## config.mk

```make
export PLATFORM = sky130hd
export DESIGN_NAME = das_stream_scheduler
export DESIGN_NICKNAME = d
export VERILOG_FILES = /design/src/rtl/das_pkg.sv /design/src/rtl/das_sched_watchdog.sv /design/src/rtl/das_stream_scheduler.sv
export SDC_FILE = /design/constraint.sdc
export NUM_CORES = 1
export LEC_CHECK = 0
export CAP_MARGIN = 20
export CORE_MARGIN = 2
export CORE_UTILIZATION = 45
export CTS_CLUSTER_DIAMETER = 100
export CTS_CLUSTER_SIZE = 10
export DETAILED_ROUTE_END_ITERATION = 7
export GPL_ROUTABILITY_DRIVEN = 1
export SKIP_CTS_REPAIR_TIMING = 1
export SLEW_MARGIN = 40
export SYNTH_ARGS = -nofsm -noshare
export SYNTH_HDL_FRONTEND = slang
export SYNTH_SLANG_ARGS = --single-unit
```

## constraint.sdc

```tcl
create_clock -name ap_clk -period 8.25 [get_ports ap_clk]
set_input_delay 1.2375 -clock ap_clk [delete_from_list [all_inputs] [get_ports ap_clk]]
set_output_delay 1.2375 -clock ap_clk [all_outputs]
set_load 0.02 [all_outputs]
```

## src/rtl/das_pkg.sv

```systemverilog
// Shared state encoding and default sizing for the DelayAndSum stream scheduler.
package das_pkg;

    typedef enum logic [1:0] {
        ST_IDLE,
        ST_RUN,
        ST_DRAIN,
        ST_ERR
    } das_state_e;

    localparam int DAS_NCH   = 4;
    localparam int DAS_LEN_W = 16;
    localparam int DAS_NFR_W = 8;
    localparam int DAS_TMO_W = 20;
    localparam int DAS_TOT_W = DAS_LEN_W + DAS_NFR_W;

endpackage

```

## src/rtl/das_sched_watchdog.sv

```systemverilog
// Idle-cycle counter for the stream scheduler; timeout asserts once the counter saturates
// while the scheduler is active. Only built when DAS_SCHED_WATCHDOG_EN is defined.
module das_sched_watchdog #(
    parameter int TMO_W = 20
) (
    input  logic clk_i,
    input  logic rst_ni,
    input  logic active_i,
    input  logic clear_i,
    output logic timeout_o
);

    logic [TMO_W-1:0] cnt_q, cnt_d;

    always_comb begin
        cnt_d = cnt_q;
        if (clear_i || !active_i) begin
            cnt_d = '0;
        end else if (cnt_q != '1) begin
            cnt_d = cnt_q + TMO_W'(1);
        end
    end

    always_ff @(posedge clk_i or negedge rst_ni) begin
        if (!rst_ni) begin
            cnt_q <= '0;
        end else begin
            cnt_q <= cnt_d;
        end
    end

    assign timeout_o = active_i & (cnt_q == '1);

endmodule

```

## src/rtl/das_stream_scheduler.sv

```systemverilog
// Lockstep per-beat release of NCH source streams into the DelayAndSum kernel, TLAST generation
// and output drain tracking. Define DAS_SCHED_WATCHDOG_EN to add the stall watchdog and ERR state.
module das_stream_scheduler
    import das_pkg::*;
#(
    parameter int NCH   = DAS_NCH,
    parameter int LEN_W = DAS_LEN_W,
    parameter int NFR_W = DAS_NFR_W,
    parameter int TMO_W = DAS_TMO_W
) (
    input  logic             ap_clk,
    input  logic             ap_rst_n,
    input  logic             cfg_start,
    input  logic             cfg_abort,
    input  logic [LEN_W-1:0] cfg_frame_len,
    input  logic [NFR_W-1:0] cfg_num_frames,
    input  logic [NCH-1:0]   s_tvalid,
    output logic [NCH-1:0]   s_tready,
    output logic [NCH-1:0]   m_tvalid,
    input  logic [NCH-1:0]   m_tready,
    output logic             m_tlast,
    input  logic             o_tvalid,
    input  logic             o_tready,
    output logic             busy,
    output logic             done,
    output logic [NFR_W-1:0] frame_idx,
    output logic             stall_err
);

    localparam int TOT_W = LEN_W + NFR_W;

    das_state_e       state_q, state_d;
    logic [NCH-1:0]   taken_q, taken_d, fire;
    logic [LEN_W-1:0] beat_cnt_q, beat_cnt_d, frame_len_q, frame_len_d;
    logic [NFR_W-1:0] frame_idx_q, frame_idx_d, num_frames_q, num_frames_d;
    logic [TOT_W-1:0] total_q, total_d, out_cnt_q, out_cnt_d;
    logic             done_q, done_d;
    logic             gate, complete, last_beat, last_frame, obeat, start_ok;

    assign gate = (state_q == ST_RUN);

    // Purely combinational gating: a channel that already delivered this beat sees valid/ready low.
    for (genvar g = 0; g < NCH; g++) begin : g_lane
        assign fire[g]     = gate & ~taken_q[g] & s_tvalid[g] & m_tready[g];
        assign m_tvalid[g] = gate & ~taken_q[g] & s_tvalid[g];
        assign s_tready[g] = gate & ~taken_q[g] & m_tready[g];
    end

    assign complete   = gate & (&(taken_q | fire));
    assign last_beat  = (beat_cnt_q == frame_len_q - LEN_W'(1));
    assign last_frame = (frame_idx_q == num_frames_q - NFR_W'(1));
    assign busy       = (state_q == ST_RUN) || (state_q == ST_DRAIN);
    assign obeat      = o_tvalid & o_tready & busy;
    assign start_ok   = cfg_start & (cfg_frame_len != '0) & (cfg_num_frames != '0);
    assign m_tlast    = gate & last_beat;
    assign done       = done_q;
    assign frame_idx  = frame_idx_q;

`ifdef DAS_SCHED_WATCHDOG_EN
    logic stall_err_q, stall_err_d, timeout, wd_clear;

    assign wd_clear = (|fire) | obeat | (state_d != state_q);

    das_sched_watchdog #(
        .TMO_W (TMO_W)
    ) u_wd (
        .clk_i     (ap_clk),
        .rst_ni    (ap_rst_n),
        .active_i  (busy),
        .clear_i   (wd_clear),
        .timeout_o (timeout)
    );

    always_ff @(posedge ap_clk or negedge ap_rst_n) begin
        if (!ap_rst_n) begin
            stall_err_q <= 1'b0;
        end else begin
            stall_err_q <= stall_err_d;
        end
    end

    assign stall_err = stall_err_q;
`else
    logic unused_tmo;
    assign unused_tmo = (TMO_W > 0);
    assign stall_err  = 1'b0;
`endif

    always_comb begin
        state_d      = state_q;
        taken_d      = taken_q;
        beat_cnt_d   = beat_cnt_q;
        frame_idx_d  = frame_idx_q;
        frame_len_d  = frame_len_q;
        num_frames_d = num_frames_q;
        total_d      = total_q;
        out_cnt_d    = out_cnt_q;
        done_d       = 1'b0;
`ifdef DAS_SCHED_WATCHDOG_EN
        stall_err_d  = stall_err_q;
`endif
        if (obeat && (out_cnt_q != total_q)) begin
            out_cnt_d = out_cnt_q + TOT_W'(1);
        end
        case (state_q)
            ST_IDLE: begin
                if (start_ok) begin
                    state_d      = ST_RUN;
                    frame_len_d  = cfg_frame_len;
                    num_frames_d = cfg_num_frames;
                    total_d      = TOT_W'(cfg_frame_len) * TOT_W'(cfg_num_frames);
                    taken_d      = '0;
                    beat_cnt_d   = '0;
                    frame_idx_d  = '0;
                    out_cnt_d    = '0;
`ifdef DAS_SCHED_WATCHDOG_EN
                    stall_err_d  = 1'b0;
`endif
                end
            end
            ST_RUN: begin
                taken_d = taken_q | fire;
                if (complete) begin
                    taken_d = '0;
                    if (last_beat) begin
                        beat_cnt_d  = '0;
                        frame_idx_d = frame_idx_q + NFR_W'(1);
                        if (last_frame) state_d = ST_DRAIN;
                    end else begin
                        beat_cnt_d = beat_cnt_q + LEN_W'(1);
                    end
                end
            end
            ST_DRAIN: begin
                if (out_cnt_q == total_q) begin
                    state_d = ST_IDLE;
                    done_d  = 1'b1;
                end
            end
            default: ;
        endcase
`ifdef DAS_SCHED_WATCHDOG_EN
        if (timeout) begin
            state_d     = ST_ERR;
            done_d      = 1'b0;
            stall_err_d = 1'b1;
        end
`endif
        // Abort outranks everything, including a same-cycle start or drain completion.
        if (cfg_abort) begin
            state_d     = ST_IDLE;
            taken_d     = '0;
            beat_cnt_d  = '0;
            frame_idx_d = '0;
            out_cnt_d   = '0;
            done_d      = 1'b0;
        end
    end

    always_ff @(posedge ap_clk or negedge ap_rst_n) begin
        if (!ap_rst_n) begin
            state_q      <= ST_IDLE;
            taken_q      <= '0;
            beat_cnt_q   <= '0;
            frame_idx_q  <= '0;
            frame_len_q  <= '0;
            num_frames_q <= '0;
            total_q      <= '0;
            out_cnt_q    <= '0;
            done_q       <= 1'b0;
        end else begin
            state_q      <= state_d;
            taken_q      <= taken_d;
            beat_cnt_q   <= beat_cnt_d;
            frame_idx_q  <= frame_idx_d;
            frame_len_q  <= frame_len_d;
            num_frames_q <= num_frames_d;
            total_q      <= total_d;
            out_cnt_q    <= out_cnt_d;
            done_q       <= done_d;
        end
    end

endmodule

```

==> reports/results.md <==
| Step | Parameter | Value |
| --- | --- | --- |
| logic synthesis | Async S/R FF share, synth | 1.00 |
| logic synthesis | Syn_nets | 1,283 |
| timing | Final worst path period share | 0.778 |
| pwr | Lkg Pwr | 4.95 nW |
| cells and area | Number of nets at the end of the flow | 1,307 |
| logic synthesis | Synth Warn # | 0 |
| timing | Final period demand of the worst path | 6.42 ns |
| routing | Routed wirelength normalized by instance count | 16.3 um |
| logic synthesis | Unique cell type count in the Yosys netlist | 79 |
| die | Total die area | 23,600 um2 |
| routing | Detailed Route WL | 23.1 mm |
| clocking | Number of buffers created by CTS | 9 |
| logic synthesis | Multiplexer share of the synthesized area | 0.0343 |
| global route | Antenna violations before repair | 0 |
| pwr | Max VDD drop | 0.0997 mV |
| routing | Detailed-route vias per instance | 5.43 |
| global route | GRT Overall Usage | 0.208 |
| timing | Max-slew violation total from the final report | 0 |
| die | Die extent in y | 153 um |
| placement | Port buffer count | 56 |
| global route | Largest net degree at the start of global routing | 77 |
| setup path | Data required time of the critical path | 8.53 ns |
| die | Placeable core area | 21,900 um2 |
| routing | Routed Antenna Nets | 0 |
| logic synthesis | Leading register cell type out of synthesis | sky130_fd_sc_hd__dfrtp_1 |
| clocking | TritonCTS clock tree | done |
| cells and area | Filler-free cell count of the finished design | 1,418 |
| setup path | Crit path arrival time | 6.70 ns |
| setup path | Crit Path Max Fanout | 18 |
| logic synthesis | Dominant combinational cell family by area after synthesis | adder cells |
| cells and area | Area added between synthesis and finish | 9.68% |
| cells and area | Multi-input gate area | 6750 um2 |
| logic synthesis | Cell types occupying the most area after synthesis | sky130_fd_sc_hd__dfrtp_1 (26%), sky130_fd_sc_hd__fa_1 (17%), sky130_fd_sc_hd__ha_1 (6.5%), sky130_fd_sc_hd__and2_1 (6.0%), sky130_fd_sc_hd__inv_1 (4.9%) |
| setup path | Logic depth of the worst register-to-register path | 10 |
| die | Starting density of the core | 0.459 |
| timing | Number of setup violations in the final report | 0 |
| setup path | Crit path capture type | flop |
| die | Die outline width | 153 um |
| run | Max-cap violations | 0 |
| placement | HPWL after detailed placement | 17.4 mm |
| setup path | Worst R2R Setup Slack | 4.92 ns |
| logic synthesis | Post-Synthesis Mean Instance Area | 9.07 um2 |
| cells and area | Storage element area | 2580 um2 |
| timing | Max Clk Rate | 156 MHz |
| logic synthesis | Syn Std Cell Area | 10,100 um2 |
| routing | Violation count after the first detailed-routing iteration | 399 |
| placement | Placed Instances | 1,402 |
| logic synthesis | Commonest cells in the synthesized netlist | sky130_fd_sc_hd__inv_1 (130), sky130_fd_sc_hd__dfrtp_1 (103), sky130_fd_sc_hd__nand2_1 (99) |
| clocking | Clock root buffer | sky130_fd_sc_hd__clkbuf_16 |
| timing | Final Skew | 0.0143 ns |
| global route | Global-route wire length before repair | 39.9 mm |
| timing | Pin slew with the least headroom to its limit | 0.781 ns |
| worst hold path | Start point of the worst hold path | total_q[10]$_DFFE_PN0P_ |
| setup path | Start-to-end type of the worst setup path | input pin to flop |
| setup path | Worst Setup Start Kind | input pin |
| timing | Slew margin rel. | 0.479 |
| timing | Unrepaired setup endpoints after global routing | false |
| logic synthesis | Share of synthesized cell area in full adder, half adder and majority cells | 0.232 |
| placement | GP Congestion | 0.815 |
| worst hold path | Cell depth of the worst min-delay path | 2 |
| clocking | Maximum clock insertion buffer count | 2 |
| clocking | Total clock sinks | 103 |
| timing | Fin Setup TNS | 0 ns |
| cells and area | Layout cell share with drive strength beyond 1 | 0.0633 |
| logic synthesis | Area fraction of the dominant cell type after synthesis | 0.256 |
| clocking | Clock-pin slew reported for the worst setup and hold paths after clock tree synthesis | 0.07 ns |
| logic synthesis | Proportion of synthesized chip area in sequential cells | 0.256 |
| worst hold path | Worst hold path class | flop to flop |
| setup path | RR Startpoint | frame_len_q[0]$_DFFE_PN0P_ |
| global route | GRT overflow | 0 |
| die | Total I/O pin count | 58 |
| worst hold path | Endpoint, Worst Hold | total_q[10]$_DFFE_PN0P_ |
| setup path | RR Endpoint | state_q[0]$_DFFE_PN0P_ |
| timing | Number of endpoints with negative hold slack in the final report | 0 |
| run status | Status | finished, final reports clean |
| clocking | Clk_lat worst skew | 0.36 ns |
| pwr | Total power | 2.67 mW |
| logic synthesis | Post-Synth XOR/XNOR Area | 0.0827 |
| logic synthesis | Number of flops mapped to enable cells by yosys | 0 |
| logic synthesis | Cell type contributing the most total cell area after synthesis | sky130_fd_sc_hd__dfrtp_1 |
| logic synthesis | Mapped Cells | 1,109 |
| logic synthesis | Post-synthesis share of cell area spent on and, or, nand and nor gates | 0.223 |
| clocking | H-Tree Depth | 3 |
| routing | Remaining DRCs | 0 |
| die | Total number of placement rows | 54 |
| logic synthesis | Synth Area in Compound Gates | 0.0985 |
| cells and area | Number of fill cells | 2,080 |
| logic synthesis | Dominant cell by count in the synthesized netlist | sky130_fd_sc_hd__inv_1 |
| pwr | Pwr dens | 242 nW/um2 |
| cells and area | Diodes inserted | 0 |
| global route | Via count of the first global-routing pass | 7,848 |
| routing | Total via count in the routed design | 7,697 |
| logic synthesis | Flip-flop and latch count after synthesis | 103 |
| routing | Length of the first detailed-routing pass in iterations | 5 |
[cell usage in the layout (no fill, tap or decap), types with 14 or more instances in the layout]
cell                              synthesis  layout
sky130_fd_sc_hd__nor3_1                  19      19
sky130_fd_sc_hd__xor2_1                  49      49
sky130_fd_sc_hd__inv_1                  130     130
sky130_fd_sc_hd__ha_1                    52      52
sky130_fd_sc_hd__nor4_1                  22      22
sky130_fd_sc_hd__fa_1                    84      84
sky130_fd_sc_hd__and2_1                  96      96
sky130_fd_sc_hd__nand2_1                 99      99
sky130_fd_sc_hd__a21oi_1                 32      32
sky130_fd_sc_hd__xnor2_1                 46      46
sky130_fd_sc_hd__nand3_1                 27      27
sky130_fd_sc_hd__o21ai_0                 41      41
sky130_fd_sc_hd__clkdlybuf4s50_1          0      55
sky130_fd_sc_hd__nor2_1                  68      68
sky130_fd_sc_hd__mux2_2                  28      28
sky130_fd_sc_hd__dfrtp_1                103     103
sky130_fd_sc_hd__nand4_1                 14      14
[layout make-up]
class                           count  area share
Inverter                          130      0.0442
Multi-Input combinational cell    830       0.612
Sequential cell                   103       0.234
Timing Repair Buffer               59      0.0530
Clock buffer                       11      0.0220
Tap cell                          280      0.0318
Clock inverter                      5     0.00363
[logic make-up after synthesis]
family / Yosys count
and+or+nand+nor: 419
AOI/OAI and AO/OA: 148
other: 1
buffers and inverters: 176
adders and majority gates: 136
muxes: 31
DFF: 103
xor gates and xnor gates: 95
[critical path: stages]
cell                              delay [ns]
sky130_fd_sc_hd__clkdlybuf4s50_1        0.78
sky130_fd_sc_hd__and2_1                 0.38
sky130_fd_sc_hd__fa_1                   0.45
sky130_fd_sc_hd__fa_1                   0.55
sky130_fd_sc_hd__inv_1                  0.05
sky130_fd_sc_hd__fa_1                   0.48
sky130_fd_sc_hd__fa_1                   0.54
sky130_fd_sc_hd__inv_1                  0.04
sky130_fd_sc_hd__ha_1                   0.31
sky130_fd_sc_hd__o21ai_0                0.13
sky130_fd_sc_hd__inv_1                  0.08
sky130_fd_sc_hd__nand2_1                0.06
sky130_fd_sc_hd__a221o_1                0.37
sky130_fd_sc_hd__o21ai_0                0.35
sky130_fd_sc_hd__a31oi_1                0.16
sky130_fd_sc_hd__or4b_2                 0.64
sky130_fd_sc_hd__nand3_1                0.09
[flip-flops by register name, summed over array words and instances (netlist names)]
register and cells:
beat_cnt_q 16, total_q 24, num_frames_q 8, frame_idx 8, taken_q 4, frame_len_q 16
out_cnt_q 24, done 1, state_q 2
[how the worst max path moves through the flow]
| stage | start | to | slack, ns | cells after the start |
|---|---|---|---|---|
| final | cfg_num_frames[2] | total_q[20]$_DFFE_PN0P_ | 1.83 | 17 |
| after detailed placement | cfg_num_frames[2] | total_q[20]$_DFFE_PN0P_ | 1.50 | 17 |
| after global placement | cfg_num_frames[2] | total_q[20]$_DFFE_PN0P_ | 1.53 | 17 |
| after CTS | cfg_num_frames[2] | total_q[20]$_DFFE_PN0P_ | 1.86 | 17 |
| after floorplan | cfg_num_frames[2] | total_q[20]$_DFFE_PN0P_ | 2.61 | 16 |
| after global routing | cfg_num_frames[2] | total_q[20]$_DFFE_PN0P_ | 1.57 | 17 |
[metal layers]
| metal | global-route usage | share of wire | vias up |
|---|---|---|---|
| met2 | 0.321 | 0.44 | 173 |
| met1 | 0.315 | 0.50 | 3787 |
| li1 | - | - | 3728 |
| met4 | 0.0433 | 0.0085 | 0 |
| met3 | 0.0247 | 0.044 | 9 |
| met5 | 0 | 0 | - |
[power breakdown]
| group | internal [mW] | switching, mW | total, mW |
|---|---|---|---|
| clock network | 0.216 | 0.200 | 0.417 |
| registers | 0.613 | 0.122 | 0.736 |
| logic | 0.662 | 0.851 | 1.51 |
[per-stage QoR]
| stage | utilization | hold slack, ns | setup slack (ns) | cell area (um2) |
|---|---|---|---|---|
| after floorplan | - | 0.468 | 2.61 | 10100 |
| after global placement | 0.491 | 0.488 | 1.53 | 10700 |
| after detailed placement | 0.491 | 0.494 | 1.50 | 10700 |
| after CTS | 0.504 | 0.511 | 1.86 | 11000 |
| after global routing | 0.504 | 0.536 | 1.57 | 11000 |
| final | 0.504 | 0.506 | 1.83 | 11000 |
(Power assumes the default switching activity.)
